===== config.mk =====
export PLATFORM = sky130hd
export DESIGN_NAME = gost89_round_flat
export DESIGN_NICKNAME = d
export VERILOG_FILES = /design/src/rtl/gost89_round_if.sv /design/src/rtl/gost89_round.sv /design/src/flat_wrapper.sv
export SDC_FILE = /design/constraint.sdc
export NUM_CORES = 1
export LEC_CHECK = 0
export ABC_CLOCK_PERIOD_IN_PS = 6400
export BUFFER_PORTS_ARGS = -buffer_cell sky130_fd_sc_hd__buf_2
export CAP_MARGIN = 20
export CORE_AREA = 2 2 261 263
export DETAILED_ROUTE_END_ITERATION = 16
export DIE_AREA = 0 0 263 265
export PLACE_DENSITY = 0.3
export SYNTH_ARGS = -nofsm -noshare
export SYNTH_HDL_FRONTEND = slang
export SYNTH_SLANG_ARGS = --single-unit

===== constraint.sdc =====
create_clock -name vclk -period 6.4
set_input_delay 0.96 -clock vclk [all_inputs]
set_output_delay 0.96 -clock vclk [all_outputs]
set_load 0.02 [all_outputs]

===== src/rtl/gost89_round_if.sv =====
// gost89_round_if -- data bus between a GOST 28147-89 round controller and
// the gost89_round datapath.
//
// Signals:
//   sbox       512  eight 16x4-bit substitution tables (table i in [64i+63:64i])
//   round_key  32   subkey for the current round
//   n1         32   active half (fed through the round function)
//   n2         32   passive half
//   out1       32   new n1 = n2 ^ rotl11(S(n1 + round_key))
//   out2       32   new n2 = n1
//
// Modports:
//   master  controller side: drives the operands and consumes the results
//   slave   round datapath side

interface gost89_round_if;
  logic [511:0] sbox;
  logic [31:0]  round_key;
  logic [31:0]  n1;
  logic [31:0]  n2;
  logic [31:0]  out1;
  logic [31:0]  out2;

  modport master (
    output sbox,
    output round_key,
    output n1,
    output n2,
    input  out1,
    input  out2
  );

  modport slave (
    input  sbox,
    input  round_key,
    input  n1,
    input  n2,
    output out1,
    output out2
  );
endinterface


===== src/rtl/gost89_round.sv =====
// gost89_round -- one Feistel round of GOST 28147-89.
//
// The round computes
//   sum  = (n1 + round_key) mod 2^32
//   sub  = S(sum), nibble i looked up in table i
//   out1 = rotl11(sub) ^ n2
//   out2 = n1
// An external controller owns round counting, key scheduling and the
// final half swap, and feeds out1/out2 back into n1/n2.
//
// Ports:
//   clk    in   clock (only used when GOST89_ROUND_REG_EN is defined)
//   reset  in   synchronous active-high reset (only used when
//               GOST89_ROUND_REG_EN is defined; clears out1/out2)
//   bus    slave modport of gost89_round_if (sbox, round_key, n1, n2 in;
//          out1, out2 out)
//
// Configuration macro:
//   GOST89_ROUND_REG_EN  undefined: purely combinational, zero latency.
//                        defined:   out1/out2 registered, one cycle latency.

module gost89_round (
  input  logic                 clk,
  input  logic                 reset,
  gost89_round_if.slave        bus
);

  logic [31:0] sum;
  logic [31:0] sub;
  logic [31:0] f;
  logic [31:0] out1_d;
  logic [31:0] out2_d;

  // Modular add; the carry out of bit 31 is intentionally dropped.
  assign sum = bus.n1 + bus.round_key;

  // Nibble i of sum selects entry v of table i, which lives at
  // sbox[64i + 4v +: 4]. The bit offset is built by concatenation
  // {i, v, 2'b00} so it is exactly 9 bits wide with no multiply.
  for (genvar g = 0; g < 8; g++) begin : gen_sbox
    localparam logic [2:0] TBL = 3'(g);
    assign sub[4*g +: 4] = bus.sbox[{TBL, sum[4*g +: 4], 2'b00} +: 4];
  end

  // Rotate left by 11.
  assign f = {sub[20:0], sub[31:21]};

  assign out1_d = f ^ bus.n2;
  assign out2_d = bus.n1;

`ifdef GOST89_ROUND_REG_EN
  logic [31:0] out1_q;
  logic [31:0] out2_q;

  // Reset wins over the computed value, so a reset pulse mid-stream
  // discards that round's result.
  always_ff @(posedge clk) begin
    if (reset) begin
      out1_q <= 32'h0;
      out2_q <= 32'h0;
    end else begin
      out1_q <= out1_d;
      out2_q <= out2_d;
    end
  end

  assign bus.out1 = out1_q;
  assign bus.out2 = out2_q;
`else
  // Combinational build: clk and reset are kept on the port list so the
  // two builds are pin-compatible, but they have no function here.
  logic unused_clk_reset;
  assign unused_clk_reset = clk ^ reset;

  assign bus.out1 = out1_d;
  assign bus.out2 = out2_d;
`endif

endmodule


===== src/flat_wrapper.sv =====
// flat-port wrapper written by rule: the top's interface ports become plain ports
module gost89_round_flat 
  (clk, reset, bus_sbox, bus_round_key, bus_n1, bus_n2, bus_out1, bus_out2);
  gost89_round_if bus_i ();
  input  logic clk;
  input  logic reset;
  input wire logic [$bits(bus_i.sbox)-1:0] bus_sbox;
  input wire logic [$bits(bus_i.round_key)-1:0] bus_round_key;
  input wire logic [$bits(bus_i.n1)-1:0] bus_n1;
  input wire logic [$bits(bus_i.n2)-1:0] bus_n2;
  output wire logic [$bits(bus_i.out1)-1:0] bus_out1;
  output wire logic [$bits(bus_i.out2)-1:0] bus_out2;
  assign bus_i.sbox = bus_sbox;
  assign bus_i.round_key = bus_round_key;
  assign bus_i.n1 = bus_n1;
  assign bus_i.n2 = bus_n2;
  assign bus_out1 = bus_i.out1;
  assign bus_out2 = bus_i.out2;
  gost89_round u_core (.clk(clk), .reset(reset), .bus(bus_i));
endmodule

==> results by group <==
Outcome
  – Status: completed

Drt
  – DRT iter0 DRCs: 290
  – Antenna viol nets, final: 0
  – Initial DRT Pass Iterations: 4
  – # DRC: 0
  – Post-DR vias/cell: about 3.7
  – Detailed Route WL: 37.8 mm
  – Drt wl/cell: 18.0 um
  – Detailed-route via count: a little under 8000

Logic synthesis
  – Post-Synth XOR/XNOR Area: 0.0791
  – Mux share of post-synthesis cell area: 0.542
  – Largest family of logic cells by synthesized area: multiplexers
  – Distinct cells, synth: 62
  – Seq/Total Area, Yosys: 0
  – Simple-Gate Fraction of Synth Area: 0.105
  – Syn Area/Cell: about 11 sq um
  – Post-Synthesis Net Count: between 1000 and 1500
  – Yosys top cell area share: 0.390
  – Adder-cell share of the synthesized area: 0.0648
  – Area contributors post-synth: mux4_2, mux2i_1, mux4_1
  – Post-synth top area cell: mux4_2
  – Mapped Cells: ~590
  – Synthesized area: ~0.0063 sq mm
  – Post-synthesis compound-gate area fraction: 0.141
  – Synth Warn #: 0

STA
  – Relative slew slack: 0.369
  – Actual slew at the worst max-slew pin: between 0.9 and 1 ns
  – Final Cycle Share: 0.933
  – Unrepaired setup endpoints after global routing: no
  – Final setup fails: 0
  – Worst hold slack: between 2 and 2.5 ns
  – Fmax: between 0.15 and 0.2 GHz
  – Final Max Slew Viols: 0
  – Fin Setup TNS: 0 ns
  – Fin. Hold Viols: 0
  – Post-route setup slack: 0.431 ns
  – Min Tclk post-route: 5.97 ns

Setup path
  – Crit path max fanout: 9
  – Crit. End Element: output pin
  – CP Class: input port to output pin
  – CP Launch Type: input port
  – CP required: 5.44 ns
  – Data arrival, critical path: between 5 and 6 ns

Flow run
  – Max_cap viols: 0

Power
  – Int Power: about 840 uW
  – Switch share: 0.497
  – Peak supply drop: between 0.00006 and 0.00007 V
  – Comb pwr share: 1.000
  – Clk network pwr share: 0
  – Reg power frac: 0
  – PD cells: approximately 160 mW/mm^2
  – Leak: 5.10 nW
  – Switching Power: ~830 uW

Cells and area
  – Total Nets Final: approximately 1900
  – Area Overhead vs Synth: 70.1%
  – Seq Cell Count: 0
  – Reg area: 0 sq um
  – CLK BUF: 0
  – Layout cell share with drive strength beyond 1: 0.681
  – Fin util: 0.160

GRT
  – GRT Total Usage: 0.101
  – Number of global-route vias before repair: 8518
  – First-pass GRT wire length: 54.0 mm
  – Largest net degree at the start of global routing: 33
  – Global route total overflow: 0
  – Initial antenna violation count: 10

Floorplan
  – Die height: 265 um
  – Die Footprint: between 0.06 and 0.07 sq mm
  – Io pins: between 600 and 700
  – CORE AREA: 0.0668 sq mm
  – # rows: between 90 and 100
  – Chip width: ~260 um
  – Initial Util: 0.0942

Placed design
  – Port bufs: 672
  – Pre-CTS setup slack: approximately 0.21 ns
  – DP Wirelength: between 30 and 40 mm
  – Routability cong.: ~0.83

Clock network
  – Setup Buffers After CTS: 0
  – # hold bufs at CTS: 0

Hold path
  – Worst hold path depth: 2
  – Type of the most critical hold path: input port to output pin
cell usage after synthesis, types with 5 or more instances:
cell / instances
a21o_1: 16
a21oi_1: 23
a221oi_1: 5
a22o_1: 8
and3_1: 5
buf_4: 34
clkbuf_1: 21
ha_1: 31
inv_1: 8
mux2i_1: 53
mux4_1: 15
mux4_2: 109
nand2_1: 27
nand2b_1: 7
nand3_1: 12
nor2_1: 29
nor2b_1: 11
nor3_1: 15
o21a_1: 6
o21ai_0: 12
o22ai_1: 8
o32ai_1: 5
xnor2_1: 25
xor2_1: 30
metal layers:
metal | global-route usage | part of all wire | vias up
li1 | - | - | 3727
met1 | 0.125 | 0.41 | 3754
met2 | 0.193 | 0.53 | 286
met3 | 0.0137 | 0.048 | 22
met4 | 0.00371 | 0.0042 | 12
met5 | 0 | 0.0022 | -
area by class of cell:
| cell class | instances | area [sq um] |
|---|---|---|
| antenna | 4 | 10.0 |
| fill | 7617 | 56100 |
| inverter | 8 | 30.0 |
| multi-input combinational | 517 | 5960 |
| tap | 873 | 1090 |
| timing repair buffer | 699 | 3620 |
through the flow:
step                power (mW)  cell area [sq um]  cells
finish                    1.66              10700   2101
CTS                       1.70              10700   2096
global route              1.81              10700   2098
global placement          1.69              10700   2094
detailed placement        1.70              10700   2096
floorplan                 1.10               6300    589
worst paths after layout:
path | startpoint | endpoint | slack [ns]
min | bus_n1[9] | bus_out2[9] | 2.17
max | bus_n1[0] | bus_out1[8] | 0.43
cell families after synthesis:
| logic type | count (synthesis) |
|---|---|
| buffers and inverters | 72 |
| AND/OR/NAND/NOR | 131 |
| multiplexers | 180 |
| AO/OA/AOI/OAI | 118 |
| adder cells (fa/ha/maj) | 32 |
| XOR/XNOR | 56 |
cell usage in the layout (no fill, tap or decap), drive strengths merged, types with 12 or more instances in the layout:
cell   Yosys  routed
xor2      30      30
nor2      29      29
nor3      15      15
nand3     12      12
nand2     27      27
a21o      16      16
nor2b     12      12
xnor2     26      26
mux4     124     124
ha        31      31
a21oi     23      23
mux2i     53      53
o21ai     12      12
buf       43     699
power groups by stage:
stage / logic, mW / clock network (mW) / registers, mW
2_1_floorplan: 1.10 / 0 / 0
3_3_place_gp: 1.69 / 0 / 0
3_5_place_dp: 1.70 / 0 / 0
4_1_cts: 1.70 / 0 / 0
5_1_grt: 1.81 / 0.0000000209 / 0
6_report: 1.66 / 0.0000000837 / 0
what timing repair did:
item	in CTS	in global routing
gates resized for setup	0	1
endpoints found under the setup margin	0	2
hold endpoints to repair	0	0
critical path, cell delays in order:
cell and delay (ns):
buf_2 0.10, ha_1 0.22, inv_1 0.07, fa_1 0.26, nor2b_4 0.06, o31a_1 0.26, o22a_2 0.23, a41o_1 0.30
a221o_2 0.45, a31oi_4 0.25, xnor2_4 0.25, buf_4 0.28, mux4_1 0.56, a221oi_1 0.41, xnor2_1 0.16, buf_2 0.18
Power figures use the tool's default switching activity.
